File: config.mk
export PLATFORM = sky130hd
export DESIGN_NAME = control_sequencer_flat
export DESIGN_NICKNAME = d
export VERILOG_FILES = /design/src/rtl/control_sequencer_pkg.sv /design/src/rtl/control_sequencer_if.sv /design/src/rtl/control_sequencer_reg_field_decode.sv /design/src/rtl/control_sequencer.sv /design/src/flat_wrapper.sv
export SDC_FILE = /design/constraint.sdc
export NUM_CORES = 1
export LEC_CHECK = 0
export BUFFER_PORTS_ARGS = -buffer_cell sky130_fd_sc_hd__buf_2
export CORE_ASPECT_RATIO = 1.1
export CORE_MARGIN = 8
export CORE_UTILIZATION = 48
export DETAILED_ROUTE_END_ITERATION = 12
export PLACE_DENSITY = 0.81
export SLEW_MARGIN = 20
export SYNTH_ARGS = -nofsm -noshare
export SYNTH_HDL_FRONTEND = slang
export SYNTH_SLANG_ARGS = --single-unit
File: constraint.sdc
create_clock -name clock -period 2.65 [get_ports clock]
set_input_delay 0.1325 -clock clock [delete_from_list [all_inputs] [get_ports clock]]
set_output_delay 0.1325 -clock clock [all_outputs]
set_load 0.01 [all_outputs]
File: src/rtl/control_sequencer_pkg.sv
`default_nettype none
//============================================================================
// Module : control_sequencer_pkg
// Brief  : Shared opcode, ALU-op, state and IR-field definitions for the
//          hardwired control sequencer and its datapath neighbours.
// Rev    : 1.0  initial release
//============================================================================
package control_sequencer_pkg;

  // Sequencer states: fetch F0..F3, execute E0..E4, terminal HALTED
  typedef enum logic [3:0] {
    S_F0     = 4'd0,
    S_F1     = 4'd1,
    S_F2     = 4'd2,
    S_F3     = 4'd3,
    S_E0     = 4'd4,
    S_E1     = 4'd5,
    S_E2     = 4'd6,
    S_E3     = 4'd7,
    S_E4     = 4'd8,
    S_HALTED = 4'd9
  } state_t;

  // Instruction classes sharing one execute recipe
  typedef enum logic [3:0] {
    CLS_ALU3    = 4'd0,
    CLS_ALUI    = 4'd1,
    CLS_UNARY   = 4'd2,
    CLS_MULDIV  = 4'd3,
    CLS_LD      = 4'd4,
    CLS_ST      = 4'd5,
    CLS_MFHI    = 4'd6,
    CLS_MFLO    = 4'd7,
    CLS_NOP     = 4'd8,
    CLS_HALT    = 4'd9,
    CLS_ILLEGAL = 4'd10
  } op_class_t;

  // Opcodes (IR[31:27])
  localparam logic [4:0] c_op_add  = 5'h00;
  localparam logic [4:0] c_op_sub  = 5'h01;
  localparam logic [4:0] c_op_and  = 5'h02;
  localparam logic [4:0] c_op_or   = 5'h03;
  localparam logic [4:0] c_op_shr  = 5'h04;
  localparam logic [4:0] c_op_shl  = 5'h05;
  localparam logic [4:0] c_op_ror  = 5'h06;
  localparam logic [4:0] c_op_rol  = 5'h07;
  localparam logic [4:0] c_op_addi = 5'h08;
  localparam logic [4:0] c_op_andi = 5'h09;
  localparam logic [4:0] c_op_ori  = 5'h0A;
  localparam logic [4:0] c_op_mul  = 5'h0B;
  localparam logic [4:0] c_op_div  = 5'h0C;
  localparam logic [4:0] c_op_neg  = 5'h0D;
  localparam logic [4:0] c_op_not  = 5'h0E;
  localparam logic [4:0] c_op_ld   = 5'h0F;
  localparam logic [4:0] c_op_st   = 5'h10;
  localparam logic [4:0] c_op_mfhi = 5'h11;
  localparam logic [4:0] c_op_mflo = 5'h12;
  localparam logic [4:0] c_op_nop  = 5'h13;
  localparam logic [4:0] c_op_halt = 5'h14;

  // ALU operation codes, shared with the ALU; ADD is the idle value
  localparam logic [3:0] c_alu_add = 4'h0;
  localparam logic [3:0] c_alu_sub = 4'h1;
  localparam logic [3:0] c_alu_and = 4'h2;
  localparam logic [3:0] c_alu_or  = 4'h3;
  localparam logic [3:0] c_alu_shr = 4'h4;
  localparam logic [3:0] c_alu_shl = 4'h5;
  localparam logic [3:0] c_alu_ror = 4'h6;
  localparam logic [3:0] c_alu_rol = 4'h7;
  localparam logic [3:0] c_alu_mul = 4'h8;
  localparam logic [3:0] c_alu_div = 4'h9;
  localparam logic [3:0] c_alu_neg = 4'hA;
  localparam logic [3:0] c_alu_not = 4'hB;

  // IR field bit positions
  localparam int c_op_msb = 31;
  localparam int c_op_lsb = 27;
  localparam int c_ra_msb = 26;
  localparam int c_ra_lsb = 23;
  localparam int c_rb_msb = 22;
  localparam int c_rb_lsb = 19;
  localparam int c_rc_msb = 18;
  localparam int c_rc_lsb = 15;

  // Per-state control word before GPR field decoding
  typedef struct packed {
    logic       pc_in;
    logic       pc_out;
    logic       mar_in;
    logic       ir_in;
    logic       y_in;
    logic       mdr_in;
    logic       mdr_out;
    logic       hi_in;
    logic       hi_out;
    logic       lo_in;
    logic       lo_out;
    logic       zlow_in;
    logic       zhigh_in;
    logic       zlow_out;
    logic       zhigh_out;
    logic       c_out;
    logic       one_out;
    logic       read;
    logic       write;
    logic       ra_in;
    logic       ra_out;
    logic       rb_out;
    logic       rc_out;
    logic [3:0] alu_op;
  } ctrl_t;

  function automatic op_class_t op_class(input logic [4:0] op);
    case (op)
      c_op_add, c_op_sub, c_op_and, c_op_or,
      c_op_shr, c_op_shl, c_op_ror, c_op_rol: op_class = CLS_ALU3;
      c_op_addi, c_op_andi, c_op_ori:         op_class = CLS_ALUI;
      c_op_neg, c_op_not:                     op_class = CLS_UNARY;
      c_op_mul, c_op_div:                     op_class = CLS_MULDIV;
      c_op_ld:                                op_class = CLS_LD;
      c_op_st:                                op_class = CLS_ST;
      c_op_mfhi:                              op_class = CLS_MFHI;
      c_op_mflo:                              op_class = CLS_MFLO;
      c_op_nop:                               op_class = CLS_NOP;
      c_op_halt:                              op_class = CLS_HALT;
      default:                                op_class = CLS_ILLEGAL;
    endcase
  endfunction

  function automatic logic [3:0] alu_code(input logic [4:0] op);
    case (op)
      c_op_sub:            alu_code = c_alu_sub;
      c_op_and, c_op_andi: alu_code = c_alu_and;
      c_op_or, c_op_ori:   alu_code = c_alu_or;
      c_op_shr:            alu_code = c_alu_shr;
      c_op_shl:            alu_code = c_alu_shl;
      c_op_ror:            alu_code = c_alu_ror;
      c_op_rol:            alu_code = c_alu_rol;
      c_op_mul:            alu_code = c_alu_mul;
      c_op_div:            alu_code = c_alu_div;
      c_op_neg:            alu_code = c_alu_neg;
      c_op_not:            alu_code = c_alu_not;
      default:             alu_code = c_alu_add;
    endcase
  endfunction

endpackage
`default_nettype wire

File: src/rtl/control_sequencer_if.sv
`default_nettype none
//============================================================================
// Module : control_sequencer_if
// Brief  : Sequencer <-> datapath control bundle. master = sequencer,
//          slave = datapath / memory side.
// Rev    : 1.0  initial release
//============================================================================
interface control_sequencer_if;
  import control_sequencer_pkg::*;

  logic        run;
  logic [31:0] IR;
  logic        mem_ready;
  logic [15:0] Rin;
  logic [15:0] Rout;
  logic        PCin, PCout, MARin, IRin, Yin, MDRin, MDRout;
  logic        HIin, HIout, LOin, LOout;
  logic        Zlowin, Zhighin, Zlowout, Zhighout;
  logic        Cout, Oneout;
  logic [3:0]  ALUop;
  logic        Read, Write;
  logic        halted, fault;

  modport master (
    input  run, IR, mem_ready,
    output Rin, Rout, PCin, PCout, MARin, IRin, Yin, MDRin, MDRout,
           HIin, HIout, LOin, LOout, Zlowin, Zhighin, Zlowout, Zhighout,
           Cout, Oneout, ALUop, Read, Write, halted, fault
  );

  modport slave (
    output run, IR, mem_ready,
    input  Rin, Rout, PCin, PCout, MARin, IRin, Yin, MDRin, MDRout,
           HIin, HIout, LOin, LOout, Zlowin, Zhighin, Zlowout, Zhighout,
           Cout, Oneout, ALUop, Read, Write, halted, fault
  );
endinterface
`default_nettype wire

File: src/rtl/control_sequencer_reg_field_decode.sv
`default_nettype none
//============================================================================
// Module : control_sequencer_reg_field_decode
// Brief  : 4-bit register field plus enable to 16-bit one-hot select.
// Rev    : 1.0  initial release
//============================================================================
module control_sequencer_reg_field_decode (
  input  wire logic [3:0]  i_field,
  input  wire logic        i_en,
  output logic      [15:0] o_onehot
);
  // One-hot select, all zero when the field is not in use this state
  assign o_onehot = i_en ? (16'd1 << i_field) : 16'd0;
endmodule
`default_nettype wire

File: src/rtl/control_sequencer.sv
`default_nettype none
//============================================================================
// Module : control_sequencer
// Brief  : Hardwired Moore control unit for the phase-1 bus datapath:
//          fetch F0..F3, decode, execute E0..E4, memory-wait timeout.
// Rev    : 1.0  initial release
//============================================================================
module control_sequencer #(
  parameter int MEM_TIMEOUT = 16
) (
  input wire logic           clock,
  input wire logic           clear,
  control_sequencer_if.master bus
);
  import control_sequencer_pkg::*;

  localparam int c_wait_w = (MEM_TIMEOUT > 1) ? $clog2(MEM_TIMEOUT + 1) : 1;
  localparam logic [c_wait_w-1:0] c_wait_limit = c_wait_w'(MEM_TIMEOUT);
  localparam logic [c_wait_w-1:0] c_wait_one   = c_wait_w'(1);

  state_t              r_state;
  logic [c_wait_w-1:0] r_wait;
  logic                r_fault;

  logic [4:0]          w_op;
  logic [3:0]          w_ra, w_rb, w_rc;
  op_class_t           w_cls;
  logic [3:0]          w_alu;
  logic                w_mem_state, w_mem_wait, w_timeout;
  logic [c_wait_w-1:0] w_wait_next;
  ctrl_t               w_ctl;
  logic [15:0]         w_dec_ra, w_dec_rb, w_dec_rc;
  logic                w_unused_ir;

  assign w_op  = bus.IR[c_op_msb:c_op_lsb];
  assign w_ra  = bus.IR[c_ra_msb:c_ra_lsb];
  assign w_rb  = bus.IR[c_rb_msb:c_rb_lsb];
  assign w_rc  = bus.IR[c_rc_msb:c_rc_lsb];
  assign w_cls = op_class(w_op);
  assign w_alu = alu_code(w_op);
  // The constant field is consumed by the datapath, not here
  assign w_unused_ir = &{1'b0, bus.IR[14:0]};

  // Memory states hold their strobes until mem_ready; the wait count bounds that
  assign w_mem_state = (r_state == S_F1) ||
                       (r_state == S_E3 && w_cls == CLS_LD) ||
                       (r_state == S_E4 && w_cls == CLS_ST);
  assign w_mem_wait  = w_mem_state && !bus.mem_ready;
  assign w_wait_next = r_wait + c_wait_one;
  assign w_timeout   = w_mem_wait && (MEM_TIMEOUT != 0) && (w_wait_next == c_wait_limit);

  // State register, memory wait counter and sticky fault
  always_ff @(posedge clock or posedge clear) begin
    if (clear) begin
      r_state <= S_F0;
      r_wait  <= '0;
      r_fault <= 1'b0;
    end else begin
      r_wait <= '0;
      if (w_mem_wait) begin
        if (w_timeout) begin
          r_state <= S_HALTED;
          r_fault <= 1'b1;
        end else if (MEM_TIMEOUT != 0) begin
          r_wait <= w_wait_next;
        end
      end else begin
        case (r_state)
          S_F0: if (bus.run) r_state <= S_F1;
          S_F1: r_state <= S_F2;
          S_F2: r_state <= S_F3;
          S_F3: r_state <= S_E0;
          S_E0: begin
            case (w_cls)
              CLS_HALT: r_state <= S_HALTED;
              CLS_ILLEGAL: begin
                r_fault <= 1'b1;
                r_state <= S_F0;
              end
              CLS_MFHI, CLS_MFLO, CLS_NOP: r_state <= S_F0;
              default: r_state <= S_E1;
            endcase
          end
          S_E1: r_state <= (w_cls == CLS_UNARY) ? S_F0 : S_E2;
          S_E2: r_state <= (w_cls == CLS_ALU3 || w_cls == CLS_ALUI) ? S_F0 : S_E3;
          S_E3: r_state <= (w_cls == CLS_MULDIV) ? S_F0 : S_E4;
          S_E4: r_state <= S_F0;
          S_HALTED: r_state <= S_HALTED;
          default: r_state <= S_F0;
        endcase
      end
    end
  end

  // Control word decoded from state and IR; forced idle while clear is high
  always_comb begin
    w_ctl        = '0;
    w_ctl.alu_op = c_alu_add;
    if (!clear) begin
      case (r_state)
        S_F0: begin
          if (bus.run) begin
            w_ctl.pc_out = 1'b1;
            w_ctl.mar_in = 1'b1;
            w_ctl.y_in   = 1'b1;
          end
        end
        S_F1: begin
          w_ctl.one_out = 1'b1;
          w_ctl.zlow_in = 1'b1;
          w_ctl.read    = 1'b1;
          w_ctl.mdr_in  = 1'b1;
        end
        S_F2: begin
          w_ctl.zlow_out = 1'b1;
          w_ctl.pc_in    = 1'b1;
        end
        S_F3: begin
          w_ctl.mdr_out = 1'b1;
          w_ctl.ir_in   = 1'b1;
        end
        S_E0: begin
          case (w_cls)
            CLS_ALU3, CLS_ALUI, CLS_LD, CLS_ST: begin
              w_ctl.rb_out = 1'b1;
              w_ctl.y_in   = 1'b1;
            end
            CLS_UNARY: begin
              w_ctl.rb_out  = 1'b1;
              w_ctl.alu_op  = w_alu;
              w_ctl.zlow_in = 1'b1;
            end
            CLS_MULDIV: begin
              w_ctl.ra_out = 1'b1;
              w_ctl.y_in   = 1'b1;
            end
            CLS_MFHI: begin
              w_ctl.hi_out = 1'b1;
              w_ctl.ra_in  = 1'b1;
            end
            CLS_MFLO: begin
              w_ctl.lo_out = 1'b1;
              w_ctl.ra_in  = 1'b1;
            end
            default: ;
          endcase
        end
        S_E1: begin
          case (w_cls)
            CLS_ALU3: begin
              w_ctl.rc_out  = 1'b1;
              w_ctl.alu_op  = w_alu;
              w_ctl.zlow_in = 1'b1;
            end
            CLS_ALUI: begin
              w_ctl.c_out   = 1'b1;
              w_ctl.alu_op  = w_alu;
              w_ctl.zlow_in = 1'b1;
            end
            CLS_UNARY: begin
              w_ctl.zlow_out = 1'b1;
              w_ctl.ra_in    = 1'b1;
            end
            CLS_MULDIV: begin
              w_ctl.rb_out   = 1'b1;
              w_ctl.alu_op   = w_alu;
              w_ctl.zlow_in  = 1'b1;
              w_ctl.zhigh_in = 1'b1;
            end
            CLS_LD, CLS_ST: begin
              w_ctl.c_out   = 1'b1;
              w_ctl.zlow_in = 1'b1;
            end
            default: ;
          endcase
        end
        S_E2: begin
          case (w_cls)
            CLS_ALU3, CLS_ALUI: begin
              w_ctl.zlow_out = 1'b1;
              w_ctl.ra_in    = 1'b1;
            end
            CLS_MULDIV: begin
              w_ctl.zlow_out = 1'b1;
              w_ctl.lo_in    = 1'b1;
            end
            CLS_LD, CLS_ST: begin
              w_ctl.zlow_out = 1'b1;
              w_ctl.mar_in   = 1'b1;
            end
            default: ;
          endcase
        end
        S_E3: begin
          case (w_cls)
            CLS_MULDIV: begin
              w_ctl.zhigh_out = 1'b1;
              w_ctl.hi_in     = 1'b1;
            end
            CLS_LD: begin
              w_ctl.read   = 1'b1;
              w_ctl.mdr_in = 1'b1;
            end
            CLS_ST: begin
              w_ctl.ra_out = 1'b1;
              w_ctl.mdr_in = 1'b1;
            end
            default: ;
          endcase
        end
        S_E4: begin
          case (w_cls)
            CLS_LD: begin
              w_ctl.mdr_out = 1'b1;
              w_ctl.ra_in   = 1'b1;
            end
            CLS_ST: w_ctl.write = 1'b1;
            default: ;
          endcase
        end
        default: ;
      endcase
    end
  end

  control_sequencer_reg_field_decode u_dec_ra (
    .i_field  (w_ra),
    .i_en     (w_ctl.ra_in | w_ctl.ra_out),
    .o_onehot (w_dec_ra)
  );

  control_sequencer_reg_field_decode u_dec_rb (
    .i_field  (w_rb),
    .i_en     (w_ctl.rb_out),
    .o_onehot (w_dec_rb)
  );

  control_sequencer_reg_field_decode u_dec_rc (
    .i_field  (w_rc),
    .i_en     (w_ctl.rc_out),
    .o_onehot (w_dec_rc)
  );

  // Only Ra is ever a destination; any of the three fields may drive the bus
  assign bus.Rin      = w_ctl.ra_in ? w_dec_ra : 16'd0;
  assign bus.Rout     = (w_ctl.ra_out ? w_dec_ra : 16'd0) | w_dec_rb | w_dec_rc;
  assign bus.PCin     = w_ctl.pc_in;
  assign bus.PCout    = w_ctl.pc_out;
  assign bus.MARin    = w_ctl.mar_in;
  assign bus.IRin     = w_ctl.ir_in;
  assign bus.Yin      = w_ctl.y_in;
  assign bus.MDRin    = w_ctl.mdr_in;
  assign bus.MDRout   = w_ctl.mdr_out;
  assign bus.HIin     = w_ctl.hi_in;
  assign bus.HIout    = w_ctl.hi_out;
  assign bus.LOin     = w_ctl.lo_in;
  assign bus.LOout    = w_ctl.lo_out;
  assign bus.Zlowin   = w_ctl.zlow_in;
  assign bus.Zhighin  = w_ctl.zhigh_in;
  assign bus.Zlowout  = w_ctl.zlow_out;
  assign bus.Zhighout = w_ctl.zhigh_out;
  assign bus.Cout     = w_ctl.c_out;
  assign bus.Oneout   = w_ctl.one_out;
  assign bus.ALUop    = w_ctl.alu_op;
  assign bus.Read     = w_ctl.read;
  assign bus.Write    = w_ctl.write;
  assign bus.halted   = (r_state == S_HALTED);
  assign bus.fault    = r_fault;

endmodule
`default_nettype wire
File: src/flat_wrapper.sv
// flat-port wrapper written by rule: the top's interface ports become plain ports
module control_sequencer_flat import control_sequencer_pkg::*;
#(
  parameter int MEM_TIMEOUT = 16
)
  (clock, clear, bus_run, bus_IR, bus_mem_ready, bus_Rin, bus_Rout, bus_PCin, bus_PCout, bus_MARin, bus_IRin, bus_Yin, bus_MDRin, bus_MDRout, bus_HIin, bus_HIout, bus_LOin, bus_LOout, bus_Zlowin, bus_Zhighin, bus_Zlowout, bus_Zhighout, bus_Cout, bus_Oneout, bus_ALUop, bus_Read, bus_Write, bus_halted, bus_fault);
  control_sequencer_if bus_i ();
  input wire logic clock;
  input wire logic clear;
  input wire logic [$bits(bus_i.run)-1:0] bus_run;
  input wire logic [$bits(bus_i.IR)-1:0] bus_IR;
  input wire logic [$bits(bus_i.mem_ready)-1:0] bus_mem_ready;
  output wire logic [$bits(bus_i.Rin)-1:0] bus_Rin;
  output wire logic [$bits(bus_i.Rout)-1:0] bus_Rout;
  output wire logic [$bits(bus_i.PCin)-1:0] bus_PCin;
  output wire logic [$bits(bus_i.PCout)-1:0] bus_PCout;
  output wire logic [$bits(bus_i.MARin)-1:0] bus_MARin;
  output wire logic [$bits(bus_i.IRin)-1:0] bus_IRin;
  output wire logic [$bits(bus_i.Yin)-1:0] bus_Yin;
  output wire logic [$bits(bus_i.MDRin)-1:0] bus_MDRin;
  output wire logic [$bits(bus_i.MDRout)-1:0] bus_MDRout;
  output wire logic [$bits(bus_i.HIin)-1:0] bus_HIin;
  output wire logic [$bits(bus_i.HIout)-1:0] bus_HIout;
  output wire logic [$bits(bus_i.LOin)-1:0] bus_LOin;
  output wire logic [$bits(bus_i.LOout)-1:0] bus_LOout;
  output wire logic [$bits(bus_i.Zlowin)-1:0] bus_Zlowin;
  output wire logic [$bits(bus_i.Zhighin)-1:0] bus_Zhighin;
  output wire logic [$bits(bus_i.Zlowout)-1:0] bus_Zlowout;
  output wire logic [$bits(bus_i.Zhighout)-1:0] bus_Zhighout;
  output wire logic [$bits(bus_i.Cout)-1:0] bus_Cout;
  output wire logic [$bits(bus_i.Oneout)-1:0] bus_Oneout;
  output wire logic [$bits(bus_i.ALUop)-1:0] bus_ALUop;
  output wire logic [$bits(bus_i.Read)-1:0] bus_Read;
  output wire logic [$bits(bus_i.Write)-1:0] bus_Write;
  output wire logic [$bits(bus_i.halted)-1:0] bus_halted;
  output wire logic [$bits(bus_i.fault)-1:0] bus_fault;
  assign bus_i.run = bus_run;
  assign bus_i.IR = bus_IR;
  assign bus_i.mem_ready = bus_mem_ready;
  assign bus_Rin = bus_i.Rin;
  assign bus_Rout = bus_i.Rout;
  assign bus_PCin = bus_i.PCin;
  assign bus_PCout = bus_i.PCout;
  assign bus_MARin = bus_i.MARin;
  assign bus_IRin = bus_i.IRin;
  assign bus_Yin = bus_i.Yin;
  assign bus_MDRin = bus_i.MDRin;
  assign bus_MDRout = bus_i.MDRout;
  assign bus_HIin = bus_i.HIin;
  assign bus_HIout = bus_i.HIout;
  assign bus_LOin = bus_i.LOin;
  assign bus_LOout = bus_i.LOout;
  assign bus_Zlowin = bus_i.Zlowin;
  assign bus_Zhighin = bus_i.Zhighin;
  assign bus_Zlowout = bus_i.Zlowout;
  assign bus_Zhighout = bus_i.Zhighout;
  assign bus_Cout = bus_i.Cout;
  assign bus_Oneout = bus_i.Oneout;
  assign bus_ALUop = bus_i.ALUop;
  assign bus_Read = bus_i.Read;
  assign bus_Write = bus_i.Write;
  assign bus_halted = bus_i.halted;
  assign bus_fault = bus_i.fault;
  control_sequencer #(.MEM_TIMEOUT(MEM_TIMEOUT)) u_core (.clock(clock), .clear(clear), .bus(bus_i));
endmodule
==> out/summary.txt <==
Setup Slack @ Placement = 0.129 ns
DR pass1 iterations = 5
Final min period = 2.45 ns
post-synth top area share = 12.4%
Synth Instances = 305
leading area contributor after synthesis = dfrtp_1
post-synth cell types = 55
drt drc = 0
number of DRC markers after the initial detailed-route iteration = 216
Primary FF master, synth = dfrtp_1
Synth async-reset ratio = 100%
critical path class = reg2out
clock root cell = clkbuf_8
GR Util All Layers = 20.4%
IO buf count = 77
CTS tree = done
Post-Syn Area per Cell = 6.63 µm²
dominant cells by area after synthesis = dfrtp_1 (12%), nor2_1 (7.4%), nor3_1 (6.9%)
Clock Latency Late Sink = 0.24 ns
Synth Cell Area = 2020 µm²
final number of setup-violating endpoints = 0
Max clock buf depth = 2
total die area = 6550 µm²
H-tree depth = 1
Vias = 2,754
most frequent cells in the layout = buf_2 (77), nor2_1 (39), nand2_1 (28), nor3_1 (28), nand3_1 (25)
# IOs = 93
initial antenna violation count = 0
Clock Skew = 0.00496 ns
#FFs+latches synth = 10
total negative slack = 0 ns
layout cell share with drive strength beyond 1 = 28.4%
Synthesized Nets = 346
global route total overflow = 0
Hold Crit Class = in2async
Die Y = 84.1 µm
final worst slack = 0.197 ns
largest net degree at the start of global routing = 17
Clock Sinks = 10
VDD IR max = 0.295 mV
Reg2Reg Setup Slack = 0.48 ns
Worst Path Arrival = 2.32 ns
fin nets = 426
CP Cell Sequence = nand2b_1 -> or3_1 -> or4_1 -> o221ai_1 -> buf_2
Final Hold Viols = 0
Layout Utilization = 63.9%
Core Region = 3990 µm²
outcome = complete, no violations
Post-synth EDFFs = 0
CP max stage delay = 0.58 ns
Pleak = 0.00114 µW
Pwr per Cell Area = 449 nW/µm²
Startpoint Class = flip-flop
maxcap violations = 0
Initial Utilization = 50.6%
CTS clk-pin slew, worst paths = 0.05 ns
vias in the first global route = 2,497
worst relative slew slack = 62.2%
Slew @ Worst Pin = 0.566 ns
Antenna Nets Post-Route = 0
area grow syn2layout = 26.3%
via-per-instance ratio = 6.32
RSZ-0062 raised after global routing = false
Routed WL = 7.10 mm
CTS Buf Count = 3
gp weighted congestion = 0.985
num rows = 24
most common cell after layout, fill and taps aside = buf_2
Seq/Total Area, Yosys = 12.4%
n_diodes = 0
WL/cell = 16.3 µm
worst endpoint required time = 2.52 ns
first-pass GRT wire length = 11.6 mm
Post-CTS Setup Inserts = 0
CP Capture Type = output pin
HPWL Detailed = 5.53 mm
Syn. warnings = 0
DIE WIDTH = 77.9 µm
FMAX = 0.408 GHz
Critical Path Fanout Max = 8
final worst-path cycle share = 92.6%
critical path's slowest cell = or4_1
Min Hold Slack = 0.0462 ns
max-slew violations = 0
total power = 1150 µW
[flip-flops by register name (all words and copies together) (netlist names)]
signal,flops
u_core.bus.fault,1
u_core.r_state,4
u_core.r_wait,5
[path summary, 6_finish.rpt]
kind                                               start                             to  cells after the start
setup / recovery           u_core.r_state[1]$_DFFE_PP0P_                    bus_Rout[3]                      5
hold / removal                                     clear  u_core.r_state[2]$_DFFE_PP0P_                      3
setup reg to reg           u_core.r_state[2]$_DFFE_PP0P_  u_core.r_state[3]$_DFFE_PP0P_                      6
hold reg to reg               u_core.r_wait[0]$_DFF_PP0_     u_core.r_wait[0]$_DFF_PP0_                      1
max in group asynchronous                          clear     u_core.r_wait[0]$_DFF_PP0_                      3
min in group clock                               bus_run  u_core.r_state[3]$_DFFE_PP0P_                      3
[power by group]
group	internal (µW)	switching, µW
Combinational	279	459
Clock	131	67.0
Sequential	185	26.0
[cell families after synthesis]
family	Yosys count	share of synthesized area, %
compound gates	72	28.2
xor+xnor	4	1.73
mux	4	1.98
buf+inv	26	6.13
flops	10	12.4
fa+ha+maj	5	3.09
simple gates	184	46.5
[timing repair]
action / in CTS / in global routing
endpoints found under the setup margin: 0 / 22
endpoints found under the hold margin: 0 / 0
hold buffers: 0 / 0
gates resized for setup: 0 / 2
[cell usage after synthesis, drive strengths merged, types with 4 or more instances]
| cell | count |
|---|---|
| nand2b | 14 |
| a2bb2oi | 4 |
| clkbuf | 6 |
| nand2 | 28 |
| or3 | 5 |
| a21oi | 9 |
| a31oi | 4 |
| nor3 | 28 |
| nor4 | 5 |
| nand4 | 4 |
| nor2 | 40 |
| ha | 5 |
| mux2i | 4 |
| and3 | 4 |
| nand3 | 25 |
| inv | 10 |
| o21ai | 15 |
| o211ai | 5 |
| or4 | 4 |
| nor2b | 12 |
| nand3b | 4 |
| dfrtp | 10 |
| buf | 10 |
| o221ai | 13 |
[stage by stage]
stage	std cells	instance area [µm²]
2_1_floorplan	305	2020
3_3_place_gp	432	2490
3_5_place_dp	432	2490
4_1_cts	436	2550
5_1_grt	436	2550
6_report	436	2550
[layout make-up]
type / instances / area (µm²)
Tap cell: 52 / 65.1
Timing Repair Buffer: 91 / 490
Multi-Input combinational cell: 269 / 1660
Sequential cell: 10 / 250
Fill cell: 365 / 1440
Clock buffer: 4 / 55.1
Inverter: 10 / 37.5
[metal layers]
metal | wire length [µm] | track usage (%) | vias to the layer above
met5 | 0 | 0 | -
met4 | 112 | 6.70 | 0
met3 | 940 | 6.57 | 14
met2 | 3220 | 33.2 | 181
met1 | 2820 | 24.3 | 1247
li1 | - | - | 1312
[worst max-delay path, delay by kind of cell (launching register included)]
| family | cells | cell delay, ns |
|---|---|---|
| buffers and inverters | 1 | 0.17 |
| AO/OA/AOI/OAI | 1 | 0.24 |
| flip-flops | 1 | 0.37 |
| AND/OR/NAND/NOR | 3 | 1.30 |
Note: power is estimated with default switching activity, not from simulation.
